===== src/rtl/tbuf_frame_sched.sv =====
// Purpose: frame-granular round-robin arbiter feeding the transpose buffer's single write port.
// Latency: request to grant 1 cycle; accepted word appears on buf_valid/buf_data 1 cycle later.
// Backpressure: only the owner sees req_ready, and only while streaming; held off until buf_done.
// Optional build macro TBUF_SCHED_TIMEOUT_EN adds a WAIT_DONE watchdog that sets the sticky err.
module tbuf_frame_sched #(
  parameter int N_REQ     = 4,
  parameter int DW        = 32,
  parameter int FRAME_LEN = 884,
  parameter int TIMEOUT   = 64
) (
  input  logic                clk,
  input  logic                rst_n,
  input  logic [N_REQ-1:0]    req,
  input  logic [N_REQ-1:0]    req_valid,
  input  logic [N_REQ*DW-1:0] req_data,
  output logic [N_REQ-1:0]    req_ready,
  output logic [N_REQ-1:0]    grant,
  output logic                buf_valid,
  output logic [DW-1:0]       buf_data,
  input  logic                buf_done,
  output logic                busy,
  output logic                err
);

  localparam int IW = $clog2(N_REQ);
  localparam int CW = $clog2(FRAME_LEN);
  localparam logic [CW-1:0]    LAST_CNT = CW'(FRAME_LEN - 1);
  localparam logic [IW-1:0]    LAST_IDX = IW'(N_REQ - 1);
  localparam logic [N_REQ-1:0] ONE_HOT0 = N_REQ'(1);

  typedef enum logic [1:0] {S_IDLE, S_STREAM, S_WAIT} state_t;

  state_t        state;
  logic [IW-1:0] rr_ptr;
  logic [IW-1:0] gnt_idx;
  logic [IW-1:0] pick_idx;
  logic          pick_vld;
  logic [IW-1:0] next_ptr;
  logic [CW-1:0] word_cnt;
  logic          accept;
  logic [DW-1:0] gnt_word;

`ifdef TBUF_SCHED_TIMEOUT_EN
  localparam int TW = $clog2(TIMEOUT + 1);
  localparam logic [TW-1:0] TO_LAST = TW'(TIMEOUT - 1);
  logic [TW-1:0] wait_cnt;
`else
  // No watchdog in this build; keep the parameter referenced so it stays lint-quiet.
  logic unused_timeout;
  assign unused_timeout = (TIMEOUT != 0);
  assign err = 1'b0;
`endif

  // Ready only goes to the owner, and only while the frame is being collected.
  assign req_ready = (state == S_STREAM) ? grant : '0;
  assign accept    = (state == S_STREAM) && ((req_valid & grant) != '0);
  assign gnt_word  = req_data[gnt_idx*DW +: DW];
  assign next_ptr  = (gnt_idx == LAST_IDX) ? '0 : gnt_idx + 1'b1;
  assign busy      = (state != S_IDLE);

  // Round-robin search: first requesting index at or after rr_ptr, wrapping.
  always_comb begin : pick_c
    int j;
    j        = 0;
    pick_vld = 1'b0;
    pick_idx = '0;
    for (int i = 0; i < N_REQ; i++) begin
      j = int'(rr_ptr) + i;
      if (j >= N_REQ) j = j - N_REQ;
      if (!pick_vld && req[j]) begin
        pick_vld = 1'b1;
        pick_idx = IW'(j);
      end
    end
  end

  // Scheduler FSM with registered grant and word output.
  always_ff @(posedge clk or negedge rst_n) begin
    if (!rst_n) begin
      state     <= S_IDLE;
      grant     <= '0;
      gnt_idx   <= '0;
      rr_ptr    <= '0;
      word_cnt  <= '0;
      buf_valid <= 1'b0;
      buf_data  <= '0;
`ifdef TBUF_SCHED_TIMEOUT_EN
      wait_cnt  <= '0;
      err       <= 1'b0;
`endif
    end else begin
      buf_valid <= 1'b0;
      case (state)
        S_IDLE: begin
          if (pick_vld) begin
            grant    <= ONE_HOT0 << pick_idx;
            gnt_idx  <= pick_idx;
            word_cnt <= '0;
            state    <= S_STREAM;
          end
        end
        S_STREAM: begin
          if (accept) begin
            buf_valid <= 1'b1;
            buf_data  <= gnt_word;
            if (word_cnt == LAST_CNT) begin
              state <= S_WAIT;
`ifdef TBUF_SCHED_TIMEOUT_EN
              wait_cnt <= '0;
`endif
            end else begin
              word_cnt <= word_cnt + 1'b1;
            end
          end
        end
        S_WAIT: begin
          if (buf_done) begin
            grant  <= '0;
            rr_ptr <= next_ptr;
            state  <= S_IDLE;
`ifdef TBUF_SCHED_TIMEOUT_EN
          end else if (wait_cnt == TO_LAST) begin
            // Buffer never acknowledged the frame: flag it and move on.
            err    <= 1'b1;
            grant  <= '0;
            rr_ptr <= next_ptr;
            state  <= S_IDLE;
          end else begin
            wait_cnt <= wait_cnt + 1'b1;
`endif
          end
        end
        default: state <= S_IDLE;
      endcase
    end
  end

endmodule


===== config.mk =====
export PLATFORM = sky130hd
export DESIGN_NAME = tbuf_frame_sched
export DESIGN_NICKNAME = d
export VERILOG_FILES = /design/src/rtl/tbuf_frame_sched.sv
export SDC_FILE = /design/constraint.sdc
export NUM_CORES = 1
export LEC_CHECK = 0
export ABC_AREA = 1
export BUFFER_PORTS_ARGS = -buffer_cell sky130_fd_sc_hd__clkbuf_2
export CAP_MARGIN = 15
export CORE_MARGIN = 2
export CORE_UTILIZATION = 35
export CTS_BUF_LIST = sky130_fd_sc_hd__clkbuf_4
export DETAILED_ROUTE_END_ITERATION = 12
export GPL_TIMING_DRIVEN = 0
export REMOVE_ABC_BUFFERS = 1
export SLEW_MARGIN = 20
export SYNTH_ARGS = -nofsm -noshare
export SYNTH_HDL_FRONTEND = slang
export SYNTH_SLANG_ARGS = --single-unit

===== constraint.sdc =====
create_clock -name clk -period 2.5 [get_ports clk]
set_input_delay 0.375 -clock clk [delete_from_list [all_inputs] [get_ports clk]]
set_output_delay 0.375 -clock clk [all_outputs]
set_load 0.05 [all_outputs]

==> impl_metrics.csv <==
group,metric,value,unit
grt,grt_first_pass_wirelength,17570,µm
detailed_routing,dr.max_layer_used,"met4",
place,place_hpwl,7821,µm
place,numPortBuffers,180,
grt,antenna_found_initial,0,
grt,grt_pass1_vias,3816,
sta,slew_violations,0,
place,place_ws,-138.2,ps
floorplan,row_count,37,
sta,finClkSkew,13.95,ps
power_and_ir_drop,leakage,0.002351,µW
place,globalplace.congestion,0.8621,
sta,min_period,2220,ps
detailed_routing,ant_nets,0,
synthesis,synthTopCellsByArea,"dfrtp_1, nor2_1, o21ai_0",
floorplan,die-height,105.8,µm
worst_setup_path,rr_worst_depth,9,
clock_tree,h-tree-depth,2,
floorplan,io-pin-count,182,
power_and_ir_drop,power_density,1288,nW/µm²
detailed_routing,drt_iter0_markers,153,
clock_tree,clk_latency,370,ps
final_layout,layout-drive-gt1-share,34.24,%
sta,clock.fmax,0.4504,GHz
synthesis,synth-seq-area-share,36.56,%
sta,rsz0062_at_grt,"false",
worst_setup_path,critPathRequiredTime,2760,ps
worst_setup_path,crit_path_start_kind,"flip-flop",
sta,fin_setup_tns,0,ps
sta,final-setup-viol-count,0,
sta,slew_headroom,42.27,%
floorplan,initial_core_util,35.61,%
synthesis,syn-cell-area,3627,µm²
detailed_routing,vias_per_cell,4.827,
clock_tree,clock_sinks,53,
detailed_routing,vias,4011,
clock_tree,cts_tree,"done",
floorplan,dieWidth,105.8,µm
synthesis,syn_inst,535,
sta,postLayoutSetupSlackWorst,279.9,ps
detailed_routing,wl_per_cell,12.75,µm
clock_tree,cts_buffers,5,
detailed_routing,drtPass1Iterations,4,
grt,grt_remaining_overflow,0,
sta,tightest_slew,866.0,ps
sta,holdWs,298.8,ps
final_layout,antenna_cells,0,
synthesis,synth_ff_type,"dfrtp_1",
worst_setup_path,end_kind,"flip-flop",
detailed_routing,route.detailed.drc,0,
floorplan,core_area,10180,µm²
final_layout,multi_input_area,2053,µm²
synthesis,synth_edf_count,0,
synthesis,syn_avg_cell_area,6.780,µm²
final_layout,layout_commonest_cell,"clkbuf_2",
detailed_routing,wl_met1,4665,µm
detailed_routing,wl_met2,5021,µm
final_layout,register_area,1331,µm²
clock_tree,post_cts_buffers,0,
power_and_ir_drop,total_power,6005,µW
final_layout,fillers,1099,
sta,fin_crit_sh,88.80,%
clock_tree,cts_max_path_buffers,2,
status,outcome,"complete, no violations",
grt,grt_start_max_net_pins,69,
final_layout,mostFrequentLayoutCells,"clkbuf_2, nor2_1, nand2_1, o21ai_0, dfrtp_1",
worst_setup_path,crit_type,"reg -> reg",
floorplan,dieArea,11190,µm²
clock_tree,root_buffer,"clkbuf_4",
final_layout,nets,835,
detailed_routing,routed_wirelength,10600,µm
sta,hold_viol,0,
power_and_ir_drop,ir_drop,0.0004570,V
synthesis,async_reset_ff_share,100.0,%
final_layout,areaGrowthSynthToFinish,28.56,%
synthesis,synth_top_cell_area_share,36.56,%
grt,grt.total_usage,19.09,%
worst_setup_path,crit_path_max_fanout,20,
worst_setup_path,worst_ep_arrival_time,2480,ps
flow_run,maxCapViolCount,0,
synthesis,synth-seq-cells,53,
clock_tree,clk_pin_slew,150,ps
min_path,min_path_type,"in -> reg",
synthesis,yosysUniqueCellTypes,34,
detailed_routing,wl_met3,756,µm
synthesis,synth_warnings,0,
synthesis,synth.largest_area_cell,"dfrtp_1",
min_path,hold-path-cell-count,3,
==> cell usage after synthesis, types with 4 or more instances <==
cell      number
dfrtp_1       53
nor2_1       178
inv_2          4
nand4_1        4
clkbuf_1      14
buf_1          7
nand2_4        4
nand3_1       19
o21ai_2       12
nand2_2       14
nand2_1       63
o21ai_0       63
a31oi_1       34
buf_2          7
inv_1         24
o21ai_1        5
==> critical path, cell delays in order (launching register included) <==
cell and delay, ps:
dfrtp_1 690, inv_2 190, nand2_1 140, nand2_1 70, nand2_1 70, o21ai_2 100, nand4_2 130, nand3_2 420
nand2_1 230, o21ai_2 70
==> stage by stage <==
step	cells	cell area (µm²)	utilization, %
3_5_place_dp	821	4589	45.06
4_1_cts	831	4658	45.74
3_3_place_gp	819	4534	44.52
2_1_floorplan	503	3463	-
5_1_grt	831	4663	45.79
6_report	831	4663	45.79
==> path summary, 6_finish.rpt <==
path | startpoint | end | slack, ps
worst max-delay path | rr_ptr[0] | word_cnt[8] | 280
worst min-delay path | req_data[56] | buf_data[24] | 300
worst max register to register | rr_ptr[0] | word_cnt[8] | 280
worst min register to register | word_cnt[1] | word_cnt[1] | 550
max in group asynchronous | rst_n | gnt_idx[1] | 1600
min in group asynchronous | rst_n | buf_data[0] | 410
==> timing repair <==
item                                   4_1_cts  5_1_grt
setup endpoints to repair                   21        4
endpoints found under the hold margin       16        0
resized for setup                            1        1
pin swaps                                    1        0
hold buffers                                 1        0
cloned                                       1        0
==> area by class of cell <==
class / instances / share of cell area, %
Multi-Input combinational cell: 423 / 44.03
Clock inverter: 3 / 0.2683
Tap cell: 136 / 3.649
Clock buffer: 5 / 0.8049
Sequential cell: 53 / 28.55
Timing Repair Buffer: 183 / 20.45
Inverter: 28 / 2.254
==> flip-flops by register name (all words and copies together), names as in the netlist <==
name,flops
state,2
grant,4
gnt_idx,2
word_cnt,10
rr_ptr,2
buf_data,32
buf_valid,1
==> kinds of logic after synthesis <==
family,after synthesis,synth area share (%)
AOI/OAI and AO/OA,121,19.45
xor gates and xnor gates,4,0.9660
adders and majority gates,2,0.6898
buffers and inverters,60,7.416
DFF,53,36.56
other,1,0.1034
and+or+nand+nor,294,34.80
==> power breakdown <==
part | switching (µW) | internal (µW)
registers | 480 | 1210
logic | 2820 | 1120
clock network | 272 | 103
total | 3570 | 2430
==> layer usage <==
layer	GRT usage, %	vias to the layer above
li1	-	2071
met1	24.82	1793
met2	32.53	137
met3	4.267	10
met4	4.041	0
met5	0	-
(Power assumes the default switching activity.)
